$ cat config.mk
export PLATFORM = sky130hd
export DESIGN_NAME = dmem_ctrl
export DESIGN_NICKNAME = d
export VERILOG_FILES = /design/src/rtl/dmem_pkg.sv /design/src/rtl/dmem_rr_arb2.sv /design/src/rtl/dmem_ctrl.sv
export SDC_FILE = /design/constraint.sdc
export NUM_CORES = 1
export LEC_CHECK = 0
export ABC_AREA = 1
export BUFFER_PORTS_ARGS = -buffer_cell sky130_fd_sc_hd__buf_2
export CORE_UTILIZATION = 45
export DETAILED_ROUTE_END_ITERATION = 7
export PLACE_DENSITY = 0.84
export SETUP_SLACK_MARGIN = 0.3
export SKIP_CTS_REPAIR_TIMING = 1
export SLEW_MARGIN = 20
export SYNTH_ARGS = -nofsm -noshare
export SYNTH_HDL_FRONTEND = slang
export SYNTH_SLANG_ARGS = --single-unit
$ cat constraint.sdc
create_clock -name clk -period 4.75 [get_ports clk]
set_input_delay 0.475 -clock clk [delete_from_list [all_inputs] [get_ports clk]]
set_output_delay 0.475 -clock clk [all_outputs]
set_load 0.02 [all_outputs]
$ cat src/rtl/dmem_pkg.sv
// Shared types, size encodings and lane extract/merge helpers for the data-memory controller.
package dmem_pkg;

  localparam int unsigned ADDR_BITS  = 13;
  localparam int unsigned WORD_IDX_W = 11;
  localparam int unsigned DATA_W     = 32;

  localparam logic [1:0] SZ_WORD = 2'b00;
  localparam logic [1:0] SZ_HALF = 2'b01;
  localparam logic [1:0] SZ_BYTE = 2'b10;

  typedef enum logic [2:0] {IDLE, WR, RD, RMW_RD, RMW_WR, RESP} state_e;

  typedef struct packed {
    logic                 we;
    logic [1:0]           size;
    logic                 uns;
    logic [ADDR_BITS-1:0] addr;
    logic [DATA_W-1:0]    wdata;
  } txn_t;

  function automatic logic [WORD_IDX_W-1:0] word_idx(input txn_t t);
    return t.addr[ADDR_BITS-1:2];
  endfunction

  function automatic logic access_err(input txn_t t, input int unsigned depth);
    logic [ADDR_BITS-3:0] idx;
    idx = t.addr[ADDR_BITS-1:2];
    return ((t.size == SZ_WORD) && (t.addr[1:0] != 2'b00)) ||
           ((t.size == SZ_HALF) && t.addr[0]) ||
           (t.size == 2'b11) ||
           (32'(idx) >= depth);
  endfunction

  // Pull the addressed lane out of a memory word and extend it to 32 bits.
  function automatic logic [DATA_W-1:0] lane_extract(input logic [DATA_W-1:0] w,
                                                     input logic [1:0] size,
                                                     input logic [1:0] off,
                                                     input logic uns);
    logic [DATA_W-1:0] sh;
    logic [7:0]        b;
    logic [15:0]       h;
    sh = w >> {off, 3'b000};
    b  = sh[7:0];
    h  = off[1] ? w[31:16] : w[15:0];
    case (size)
      SZ_BYTE: return uns ? {24'h0, b} : {{24{b[7]}}, b};
      SZ_HALF: return uns ? {16'h0, h} : {{16{h[15]}}, h};
      default: return w;
    endcase
  endfunction

  // Replace the addressed lane of a memory word with the low bits of the store data.
  function automatic logic [DATA_W-1:0] lane_merge(input logic [DATA_W-1:0] w,
                                                   input logic [DATA_W-1:0] wd,
                                                   input logic [1:0] size,
                                                   input logic [1:0] off);
    logic [DATA_W-1:0] mask;
    mask = 32'h0000_00FF << {off, 3'b000};
    case (size)
      SZ_BYTE: return (w & ~mask) | (32'(wd[7:0]) << {off, 3'b000});
      SZ_HALF: return off[1] ? {wd[15:0], w[15:0]} : {w[31:16], wd[15:0]};
      default: return wd;
    endcase
  endfunction

endpackage

$ cat src/rtl/dmem_rr_arb2.sv
// Two-way round-robin arbiter; ties go to the port not granted last time.
module dmem_rr_arb2 (
  input  logic       clk,
  input  logic       rst_n,
  input  logic [1:0] req,
  input  logic       en,
  output logic [1:0] gnt
);

  logic last_q;

  always_comb begin
    gnt = 2'b00;
    if (en) begin
      gnt[0] = req[0] & (~req[1] | last_q);
      gnt[1] = req[1] & (~req[0] | ~last_q);
    end
  end

  // last starts at 1 so port 0 takes the first tie
  always_ff @(posedge clk or negedge rst_n) begin
    if (!rst_n) begin
      last_q <= 1'b1;
    end else if (|gnt) begin
      last_q <= gnt[1];
    end
  end

endmodule

$ cat src/rtl/dmem_ctrl.sv
// Data-memory access controller: two arbitrated requesters, one access in flight,
// sub-word loads with extension and sub-word stores by read-modify-write.
module dmem_ctrl
  import dmem_pkg::*;
#(
  parameter int unsigned ADDR_W = 13,
  parameter int unsigned DEPTH  = 1024
) (
  input  logic                  clk,
  input  logic                  rst_n,
  input  logic                  p0_req,
  input  logic                  p0_we,
  input  logic [1:0]            p0_size,
  input  logic                  p0_uns,
  input  logic [ADDR_W-1:0]     p0_addr,
  input  logic [31:0]           p0_wdata,
  output logic                  p0_gnt,
  output logic                  p0_rsp,
  output logic                  p0_err,
  output logic [31:0]           p0_rdata,
  input  logic                  p1_req,
  input  logic                  p1_we,
  input  logic [1:0]            p1_size,
  input  logic                  p1_uns,
  input  logic [ADDR_W-1:0]     p1_addr,
  input  logic [31:0]           p1_wdata,
  output logic                  p1_gnt,
  output logic                  p1_rsp,
  output logic                  p1_err,
  output logic [31:0]           p1_rdata,
  output logic                  dm_w,
  output logic                  dm_r,
  output logic [1:0]            store_format_signal,
  output logic [WORD_IDX_W-1:0] dm_addr,
  output logic [31:0]           dm_wdata,
  input  logic [31:0]           dm_rdata
);

  state_e                state_q, state_d;
  txn_t                  txn_q, txn_d, win;
  logic                  owner_q, owner_d;
  logic [1:0]            req, gnt;
  logic                  arb_en;
  logic                  dm_w_q, dm_w_d, dm_r_q, dm_r_d;
  logic [WORD_IDX_W-1:0] dm_addr_q, dm_addr_d;
  logic [31:0]           dm_wdata_q, dm_wdata_d;
  logic [1:0]            rsp_q, rsp_d, err_q, err_d;
  logic [1:0][31:0]      rdata_q, rdata_d;

  assign req    = {p1_req, p0_req};
  assign arb_en = (state_q == IDLE);

  dmem_rr_arb2 u_arb (
    .clk   (clk),
    .rst_n (rst_n),
    .req   (req),
    .en    (arb_en),
    .gnt   (gnt)
  );

  always_comb begin
    if (gnt[1]) begin
      win = '{we: p1_we, size: p1_size, uns: p1_uns, addr: ADDR_BITS'(p1_addr), wdata: p1_wdata};
    end else begin
      win = '{we: p0_we, size: p0_size, uns: p0_uns, addr: ADDR_BITS'(p0_addr), wdata: p0_wdata};
    end
  end

  // Next state plus next values of every registered output
  always_comb begin
    state_d    = state_q;
    txn_d      = txn_q;
    owner_d    = owner_q;
    dm_w_d     = 1'b0;
    dm_r_d     = 1'b0;
    dm_addr_d  = '0;
    dm_wdata_d = '0;
    rsp_d      = 2'b00;
    err_d      = 2'b00;
    rdata_d    = '0;
    case (state_q)
      IDLE: begin
        if (|gnt) begin
          txn_d   = win;
          owner_d = gnt[1];
          if (access_err(win, DEPTH)) begin
            state_d        = RESP;
            rsp_d[gnt[1]]  = 1'b1;
            err_d[gnt[1]]  = 1'b1;
          end else if (!win.we) begin
            state_d   = RD;
            dm_r_d    = 1'b1;
            dm_addr_d = word_idx(win);
          end else if (win.size == SZ_WORD) begin
            state_d    = WR;
            dm_w_d     = 1'b1;
            dm_addr_d  = word_idx(win);
            dm_wdata_d = win.wdata;
          end else begin
            state_d   = RMW_RD;
            dm_r_d    = 1'b1;
            dm_addr_d = word_idx(win);
          end
        end
      end
      WR: begin
        state_d        = RESP;
        rsp_d[owner_q] = 1'b1;
      end
      RD: begin
        state_d          = RESP;
        rsp_d[owner_q]   = 1'b1;
        rdata_d[owner_q] = lane_extract(dm_rdata, txn_q.size, txn_q.addr[1:0], txn_q.uns);
      end
      // The merged word is formed from the read data and held in the write register
      RMW_RD: begin
        state_d    = RMW_WR;
        dm_w_d     = 1'b1;
        dm_addr_d  = word_idx(txn_q);
        dm_wdata_d = lane_merge(dm_rdata, txn_q.wdata, txn_q.size, txn_q.addr[1:0]);
      end
      RMW_WR: begin
        state_d        = RESP;
        rsp_d[owner_q] = 1'b1;
      end
      RESP:    state_d = IDLE;
      default: state_d = IDLE;
    endcase
  end

  always_ff @(posedge clk or negedge rst_n) begin
    if (!rst_n) begin
      state_q    <= IDLE;
      txn_q      <= '0;
      owner_q    <= 1'b0;
      dm_w_q     <= 1'b0;
      dm_r_q     <= 1'b0;
      dm_addr_q  <= '0;
      dm_wdata_q <= '0;
      rsp_q      <= 2'b00;
      err_q      <= 2'b00;
      rdata_q    <= '0;
    end else begin
      state_q    <= state_d;
      txn_q      <= txn_d;
      owner_q    <= owner_d;
      dm_w_q     <= dm_w_d;
      dm_r_q     <= dm_r_d;
      dm_addr_q  <= dm_addr_d;
      dm_wdata_q <= dm_wdata_d;
      rsp_q      <= rsp_d;
      err_q      <= err_d;
      rdata_q    <= rdata_d;
    end
  end

  assign p0_gnt              = gnt[0];
  assign p1_gnt              = gnt[1];
  assign p0_rsp              = rsp_q[0];
  assign p1_rsp              = rsp_q[1];
  assign p0_err              = err_q[0];
  assign p1_err              = err_q[1];
  assign p0_rdata            = rdata_q[0];
  assign p1_rdata            = rdata_q[1];
  assign dm_w                = dm_w_q;
  assign dm_r                = dm_r_q;
  assign dm_addr             = dm_addr_q;
  assign dm_wdata            = dm_wdata_q;
  assign store_format_signal = 2'b00;

endmodule

==> flow_summary.yaml, run 1 <==
run_status:
  status: "complete, but fails checks"
  violations: "hold timing"
cts:
  cts_sinks: 166
  clkLatencyLatePin_ps: 430
  path_clk_slew_ps: 70
  htreeDepth: 4
  clockBufferDepth: 2
  root_buffer: "clkbuf_16"
  cts_tree: "done"
  cts_buffers: 17
floorplan:
  die_area_sq_mm: 0.0184
  die_w_microns: 136
  core_sq_mm: 0.0174
  floorplan.initialDensity: 0.462
  rows: 48
  io_pins: 251
  dieHeight_microns: 136
sta:
  setup_viol: 0
  drv_slew: 0
  tightest_slew_ps: 891
  whs_ps: -0.560
  timing.fmax_mhz: 359
  fin_crit_ps: 2780
  slew_headroom: 0.406
  tns_ps: 0
  rsz0062_at_grt: "false"
  hold_viol: 1
  fin_worst_skew_ps: 11.4
  finalCritPeriodShare: 0.586
drt:
  vias_per_cell: 5.19
  vias: 7320
  ant_nets: 0
  remaining_drc_errors: 0
  drt_pre_antenna_iters: 5
  routed_wl_mm: 23.2
  drt_iter0_markers: 635
  wl_per_cell_microns: 16.5
power:
  peakVddDrop_mv: 0.334
  power_leakage_nw: 5.42
  powerDensity_mw_per_mm2: 579
  power_w: 0.00576
synthesis:
  synth_top_area_cell: "dfrtp_1"
  yosys-top-cells-area: "dfrtp_1 (51%), nand2_1 (12%), nor2_1 (5.3%), inv_1 (4.6%), mux2i_1 (4.0%)"
  synth_edf_count: 0
  ys_seq_area_frac: 0.518
  synth_top_area_frac: 0.514
  synth_cell_types: 36
  yosys-top-cells-count: "nand2_1 (262), dfrtp_1 (165), nor2_1 (113)"
  synth.avg_cell_area_sq_um: 8.45
  synthArstFlopShare: 1.00
  ys_ff_latch: 166
  synth.most_common_cell: "nand2_1"
  synthCells: 950
  ys.flop_type: "dfrtp_1"
  synthesis.area_sq_mm: 0.00803
  ys_warn_count: 0
global_route:
  grt_usage: 0.260
  gr-total-overflow: 0
  grt_pass1_vias: 6743
  grt_antenna_before_repair: 1
  grt_max_degree: 74
  grt_pass1_wl_mm: 36.0
cells_and_area:
  drive_gt1_frac: 0.262
  nNetsFinal: 1308
  layout.cells.non_filler: 1411
  fillers: 1510
  utilization: 0.572
  syn_to_final_growth_pct: 23.8
setup_path:
  critical_path.endpoint_type: "register"
  worstPathArrival_ps: 3150
  crit_path_start_kind: "register"
  worstPathRequired_ps: 5120
  path_class: "register to register"
  path_max_fanout: 73
placement:
  place_hpwl_mm: 16.8
  io_buffers: 248
  gp_congestion: 0.904
  dp.cells: 1378
min_path:
  worstHoldPathType: "input pin to async pin"
flow_run:
  max_cap_viol_count: 0
placed cells by master (no fill, tap or decap), types with 2 or more instances in the layout:
| cell | count |
|---|---|
| inv_2 | 2 |
| ha_1 | 2 |
| o2111ai_1 | 16 |
| or2_1 | 2 |
| mux2i_1 | 32 |
| o21ai_0 | 51 |
| a21oi_1 | 11 |
| clkinv_1 | 2 |
| nand3_1 | 3 |
| o21bai_1 | 21 |
| nand2_2 | 6 |
| clkinvlp_4 | 3 |
| clkinv_4 | 4 |
| buf_4 | 8 |
| nor2_4 | 2 |
| a22oi_1 | 14 |
| clkbuf_16 | 17 |
| nor2_2 | 5 |
| nand2_1 | 260 |
| o22ai_1 | 50 |
| inv_1 | 99 |
| conb_1 | 2 |
| a22o_1 | 10 |
| o211ai_1 | 19 |
| nor2_1 | 112 |
| clkinv_2 | 3 |
| dfrtp_1 | 165 |
| inv_6 | 3 |
| buf_2 | 247 |
| o21ai_2 | 2 |
area by class of cell:
type | count | area, sq um | share of cell area
inverter | 104 | 392 | 0.0394
clock buffer | 19 | 443 | 0.0446
timing repair buffer | 256 | 1310 | 0.132
tap | 225 | 282 | 0.0283
antenna | 1 | 2.50 | 0.000252
clock inverter | 13 | 124 | 0.0125
sequential | 166 | 4160 | 0.418
multi-input combinational | 627 | 3230 | 0.325
critical path: stages, from the launching register on:
cell and delay (ps):
dfrtp_1 400, inv_2 100, nand2_2 80, nor2_4 180
nand2_2 140, nand2_1 90, buf_4 330, clkinv_2 770
nor2_1 390, nand2_1 80, nand2_1 90
sequential cells by signal (all words and copies together) (netlist names):
name          cells
state_q           3
dm_wdata         32
rsp_q             2
dm_w              1
dm_addr          11
u_arb.last_q      1
p1_rdata         32
dm_r              1
owner_q           1
err_q             2
txn_q            48
p0_rdata         32
through the flow:
step                      setup WS (ps)  cell area [sq um]
after floorplan                    2970               8030
after global placement             2060               9360
after detailed placement           1950               9360
after CTS                          2070               9920
after global routing               1680               9930
final                              1970               9930
where the power goes:
| group | internal, W | switching, W |
|---|---|---|
| Sequential | 0.00168 | 0.000204 |
| Clock | 0.000741 | 0.000591 |
| Combinational | 0.000757 | 0.00178 |
per-layer routing:
layer / wire [microns] / GRT usage
met1: 10400 / 0.373
met2: 10400 / 0.385
met3: 1680 / 0.0501
met4: 674 / 0.104
met5: 0 / 0
path summary, 6_finish.rpt:
check,startpoint,to,slack (ps),cells after the start
min in group clk,p0_uns,txn_q[45],330,3
setup reg to reg,state_q[1],dm_wdata[0],1970,10
hold reg to reg,u_arb.last_q,u_arb.last_q,480,2
hold / removal,rst_n,dm_addr[10],-0.6,1
setup / recovery,state_q[1],dm_wdata[0],1970,10
max in group asynchronous,rst_n,p1_rdata[29],3620,2
cells by family after synthesis:
kind of cell,Yosys count,synth area share
flops,166,0.518
buf+inv,158,0.0814
compound gates,197,0.163
other cells,1,0.000467
fa+ha+maj,2,0.00312
simple gates,394,0.194
mux,32,0.0399
No activity file was read; power rests on OpenSTA's default activity.
==> run 2: changes to the inputs <==
clock period = 2.85 ns   (was 4.75 ns; I/O delays follow)
==> run 2 against run 1 <==
Net effect:
- the run now ends clean
- clock power rose by 77%
- highest routed layer unchanged
- hold slack improved by 81 ps
- sequential power rose by 64%
- non-clock buffer count rose by 13
- count of clock-buffer cells in the layout rose by 5
- register-to-register slack got worse by 1500 ps
- sequential share of layout area fell by 0.65 points
- setup slack got worse by 1500 ps
- critical path type unchanged
- via count rose by 0.74%
- die area did not move
- clock skew fell by 2.0 ps
- cell count rose by 0.92%
==> flow_summary.yaml, run 2 (same netlist as run 1, synthesis figures left out) <==
cells_and_area:
  drive_gt1_frac: 0.265
  largest_register_ffs: 48
  final_cell_mix: "nand2_1 (262), buf_2 (247), dfrtp_1 (165)"
  multi_input_area_sq_mm: 0.00322
  syn_to_final_growth_pct: 25.7
  final_common_cell: "nand2_1"
  fillers: 1585
  regArea_sq_mm: 0.00416
  nNetsFinal: 1321
  utilization: 0.581
  largest-register: "txn_q"
  postLayoutCellArea_sq_mm: 0.0101
sta:
  rsz0062_at_grt: "false"
  timing.fmax_mhz: 428
  slew_headroom: 0.511
  fin_worst_skew_ps: 9.39
  finalCritPeriodShare: 0.820
  drv_slew: 0
  tns_ps: 0
  fin_crit_ps: 2340
  setup_viol: 0
  tightest_slew_ps: 730
  hold_viol: 0
cts:
  clkLatencyLatePin_ps: 430
  cts_sinks: 166
  cts_tree: "done"
  path_clk_slew_ps: 60
  root_buffer: "clkbuf_16"
  htreeDepth: 4
  clockBufferDepth: 2
  cts_buffers: 17
power:
  power_w: 0.00981
  peakVddDrop_mv: 0.631
  powerDensity_mw_per_mm2: 973
  power_leakage_nw: 5.51
drt:
  vias: 7374
  ant_nets: 0
  remaining_drc_errors: 0
  routed_wl_mm: 23.5
  drt_iter0_markers: 606
  drt_pre_antenna_iters: 5
  vias_per_cell: 5.18
  wl_per_cell_microns: 16.5
setup_path:
  r2r_slack_ps: 510
  rr_startpoint: "txn_q[33]"
  cp_common_cell: "nand2_1"
  path_class: "register to register"
  worst-r2r-cell-count: 7
  worstPathArrival_ps: 2640
  worstPathRequired_ps: 3150
  crit_chain: "o21ai_0 > o211ai_1 > nand2_1 > o21ai_1 > nand2_1 > nand2_1 > nor2_1"
  crit_path_start_kind: "register"
  slowest_stage: "dfrtp_1"
  slowest_delay_ps: 810
  path_max_fanout: 22
  reg2reg_to: "p0_rdata[13]"
  critical_path.endpoint_type: "register"
global_route:
  grt_pass1_vias: 7017
  grt_usage: 0.269
  grt_antenna_before_repair: 1
  gr-total-overflow: 0
  grt_max_degree: 67
  grt_pass1_wl_mm: 37.4
min_path:
  worstHoldPathType: "input pin to register"
  worstHoldEndpoint: "txn_q[45]"
  whs_path_depth: 3
  hp-start: "p0_uns"
floorplan:
  dieHeight_microns: 136
  floorplan.initialDensity: 0.462
  rows: 48
  io_pins: 251
  die_w_microns: 136
  die_area_sq_mm: 0.0184
  core_sq_mm: 0.0174
placement:
  place_hpwl_mm: 17.6
  place_area_sq_mm: 0.00947
  gp_congestion: 0.911
  io_buffers: 248
run_status:
  status: "complete, no violations"
flow_run:
  max_cap_viol_count: 0
[run 2: worst max path at each step]
| stage | start | end | slack, ps | depth (start not counted) |
|---|---|---|---|---|
| after floorplan | txn_q[46] | dm_wdata[3] | 1070 | 10 |
| after global placement | txn_q[33] | p1_rdata[13] | 620 | 7 |
| after detailed placement | txn_q[46] | dm_wdata[7] | 560 | 8 |
| after CTS | txn_q[46] | dm_wdata[7] | 550 | 8 |
| after global routing | u_arb.last_q | dm_wdata[14] | 350 | 12 |
| final | txn_q[33] | p0_rdata[13] | 510 | 7 |
[run 2: cell type report]
type                    count  area share
flip-flops and latches    166       0.412
multi-input cells         627       0.319
repair buffers            269       0.142
clock buffers              24      0.0477
inverters                 104      0.0387
well taps                 225      0.0279
clock inverters             8      0.0122
diodes                      1    0.000248
[run 2: report_power, final]
group	leakage, nW	total [W]	switching (W)	internal (W)
Combinational	3.00	0.00437	0.00300	0.00137
Sequential	2.23	0.00310	0.000289	0.00281
Clock	0.286	0.00235	0.000901	0.00144
Total	5.51	0.00981	0.00419	0.00562
[run 2: metal layers]
layer	up-vias	GRT usage	wire length [microns]
met4	0	0.100	516
met5	-	0	0
li1	3562	-	-
met3	35	0.0445	1500
met1	3466	0.382	10600
met2	311	0.411	10900
[run 2: critical path, delay by kind of cell, from the launching register on]
kind             cells  cell delay (ps)
AO/OA/AOI/OAI        3              960
flip-flops           1              810
AND/OR/NAND/NOR      4              440
[run 2: metrics by stage]
stage               hold slack [ps]  instances  worst slack [ps]
floorplan                     -10.6        951              1070
global placement                305       1390               619
detailed placement              306       1390               563
CTS                            -154       1422               552
global route                   93.1       1424               355
finish                         80.7       1424               514
==> run 3: changes to the inputs <==
ABC_AREA = 0   (was 1)
clock period = 2.35 ns   (was 2.85 ns; I/O delays follow)
==> run 3 against run 2 <==
Net effect:
- non-clock buffer count increased by 4
- sequential power increased by 25%
- flip-flop and latch count did not move
- hold slack worse by 48 ps
- combinational power rose by 13%
- largest cell class unchanged
- largest power group unchanged
==> flow_summary.yaml, run 3 <==
cells_and_area:
  postLayoutCellArea_sq_mm: 0.0101
  final_cell_mix: "buf_2 (247), dfrtp_1 (163), nor2_1 (72)"
  final_common_cell: "buf_2"
  nNetsFinal: 1103
  drive_gt1_frac: 0.389
  fillers: 1414
  multi_input_area_sq_mm: 0.00348
  largest-register: "txn_q"
  largest_register_ffs: 48
  regArea_sq_mm: 0.00416
  syn_to_final_growth_pct: 28.7
sta:
  setup_viol: 0
  tightest_slew_ps: 642
  fin_crit_ps: 2170
  timing.fmax_mhz: 462
  finalCritPeriodShare: 0.922
  rsz0062_at_grt: "true"
  drv_slew: 0
  hold_viol: 0
  slew_headroom: 0.571
  fin_worst_skew_ps: 9.22
  whs_ps: 32.3
cts:
  htreeDepth: 4
  cts_buffers: 17
  cts_sinks: 166
  root_buffer: "clkbuf_16"
  cts_tree: "done"
  clkLatencyLatePin_ps: 420
  path_clk_slew_ps: 70
  clockBufferDepth: 2
setup_path:
  worst-r2r-cell-count: 6
  path_max_fanout: 18
  path_class: "register to output pin"
  slowest_stage: "dfrtp_2"
  crit_chain: "nor3_4 > nand3_2 > inv_6 > buf_12 > buf_2"
  slowest_delay_ps: 470
  rr_startpoint: "txn_q[47]"
  reg2reg_to: "dm_wdata[18]"
  crit_path_start_kind: "register"
  r2r_slack_ps: 330
  critical_path.endpoint_type: "output pin"
  worstPathRequired_ps: 2120
  worstPathArrival_ps: 1930
synthesis:
  synthCells: 731
  ys_warn_count: 0
  ys.flop_type: "dfrtp_1"
  ys_seq_area_frac: 0.529
  ys_ff_latch: 166
  yosys-top-cells-count: "dfrtp_1 (165), nor2_1 (73), nand2_1 (62)"
  synth.most_common_cell: "dfrtp_1"
  synthesis.area_sq_mm: 0.00785
  synth_top_area_frac: 0.526
  synth_cell_types: 51
  synth_top_area_cell: "dfrtp_1"
  synth_edf_count: 0
  synth.avg_cell_area_sq_um: 10.7
  yosys-top-cells-area: "dfrtp_1 (53%), mux2i_1 (5.5%), mux2_2 (3.6%), nor2_1 (3.5%), o21ai_0 (3.2%)"
  synthArstFlopShare: 1.00
min_path:
  whs_path_depth: 3
  worstHoldEndpoint: "txn_q[19]"
  hp-start: "p1_wdata[19]"
  worstHoldPathType: "input pin to register"
floorplan:
  die_area_sq_mm: 0.0180
  core_sq_mm: 0.0168
  floorplan.initialDensity: 0.467
  io_pins: 251
  rows: 47
  die_w_microns: 134
  dieHeight_microns: 134
flow_run:
  max_cap_viol_count: 0
placement:
  gp_congestion: 0.940
  place_area_sq_mm: 0.00931
  place_hpwl_mm: 17.6
  io_buffers: 248
drt:
  remaining_drc_errors: 0
  drt-met1-wl_mm: 10.0
  vias_per_cell: 5.81
  routed_wl_mm: 24.5
  wl_per_cell_microns: 20.4
  drt_pre_antenna_iters: 5
  vias: 6978
  met2_length_mm: 11.7
  drt_iter0_markers: 438
  ant_nets: 0
  maxUsedRoutingLayer: "met4"
  wl_met3_mm: 2.00
global_route:
  grt_max_degree: 73
  gr-total-overflow: 0
  grt_pass1_wl_mm: 36.3
  grt_usage: 0.267
  grt_antenna_before_repair: 1
  grt_pass1_vias: 6592
power:
  power_leakage_nw: 5.09
  powerDensity_mw_per_mm2: 1150
  peakVddDrop_mv: 0.614
run_status:
  status: "complete, no violations"
==> run 3: changes by cell type after synthesis, moves of 18 or more <==
cell | before | now
nand2_1 | 262 | 62
a21boi_0 | 0 | 26
inv_1 | 99 | 5
nor2_1 | 113 | 73
a22o_1 | 10 | 28
o22ai_1 | 50 | 24
o21bai_1 | 21 | 0
o211ai_1 | 19 | 0
mux2_2 | 0 | 25
o21ai_1 | 1 | 40
==> run 3: how the worst max path moves through the flow <==
stage                    start            to  slack (ps)  cells past startpoint
floorplan            txn_q[46]  dm_wdata[15]         590                      6
global placement     txn_q[46]  dm_wdata[18]         220                      6
detailed placement   txn_q[46]  dm_wdata[18]         140                      6
CTS                 state_q[0]        p1_gnt         -30                      5
global route        state_q[0]        p1_gnt         120                      5
finish              state_q[0]        p1_gnt         180                      5
==> run 3: logic make-up after synthesis <==
logic type / Yosys count / share of synthesized area
xor+xnor: 3 / 0.00335
flops: 166 / 0.529
buf+inv: 66 / 0.0430
simple gates: 167 / 0.0964
fa+ha+maj: 2 / 0.00319
compound gates: 257 / 0.231
other cells: 1 / 0.000478
mux: 69 / 0.0935
==> run 3: metal layers <==
layer	vias up	GRT usage
met5	-	0
met4	0	0.112
met3	57	0.0642
met2	364	0.435
met1	3422	0.341
li1	3135	-
==> run 3: report_power, final <==
group	total (W)	internal [W]	switching, W
Combinational	0.00495	0.00190	0.00304
Sequential	0.00387	0.00337	0.000507
Clock	0.00285	0.00163	0.00122
Total	0.0117	0.00690	0.00477
==> run 3: cell type report <==
class	count	share of cell area
clock inverters	14	0.0162
clock buffers	18	0.0435
inverters	9	0.00433
repair buffers	273	0.153
well taps	220	0.0272
multi-input cells	500	0.344
flip-flops and latches	166	0.411
diodes	1	0.000248
==> run 3: critical path: cells and delay by family, from the launching register on <==
kind                   cells  cell delay, ps
buffers and inverters      3             530
DFF                        1             470
and+or+nand+nor            2             480
==> run 3: stage by stage <==
step           instances  utilization  setup WS [ps]  TNS [ps]  power [W]
3_5_place_dp        1164        0.554            140         0    0.00844
3_3_place_gp        1164        0.554            222         0    0.00829
5_1_grt             1201        0.601            121         0     0.0123
6_report            1201        0.601            184         0     0.0117
2_1_floorplan        732            -            592         0    0.00704
4_1_cts             1196        0.589          -31.5     -31.5     0.0113
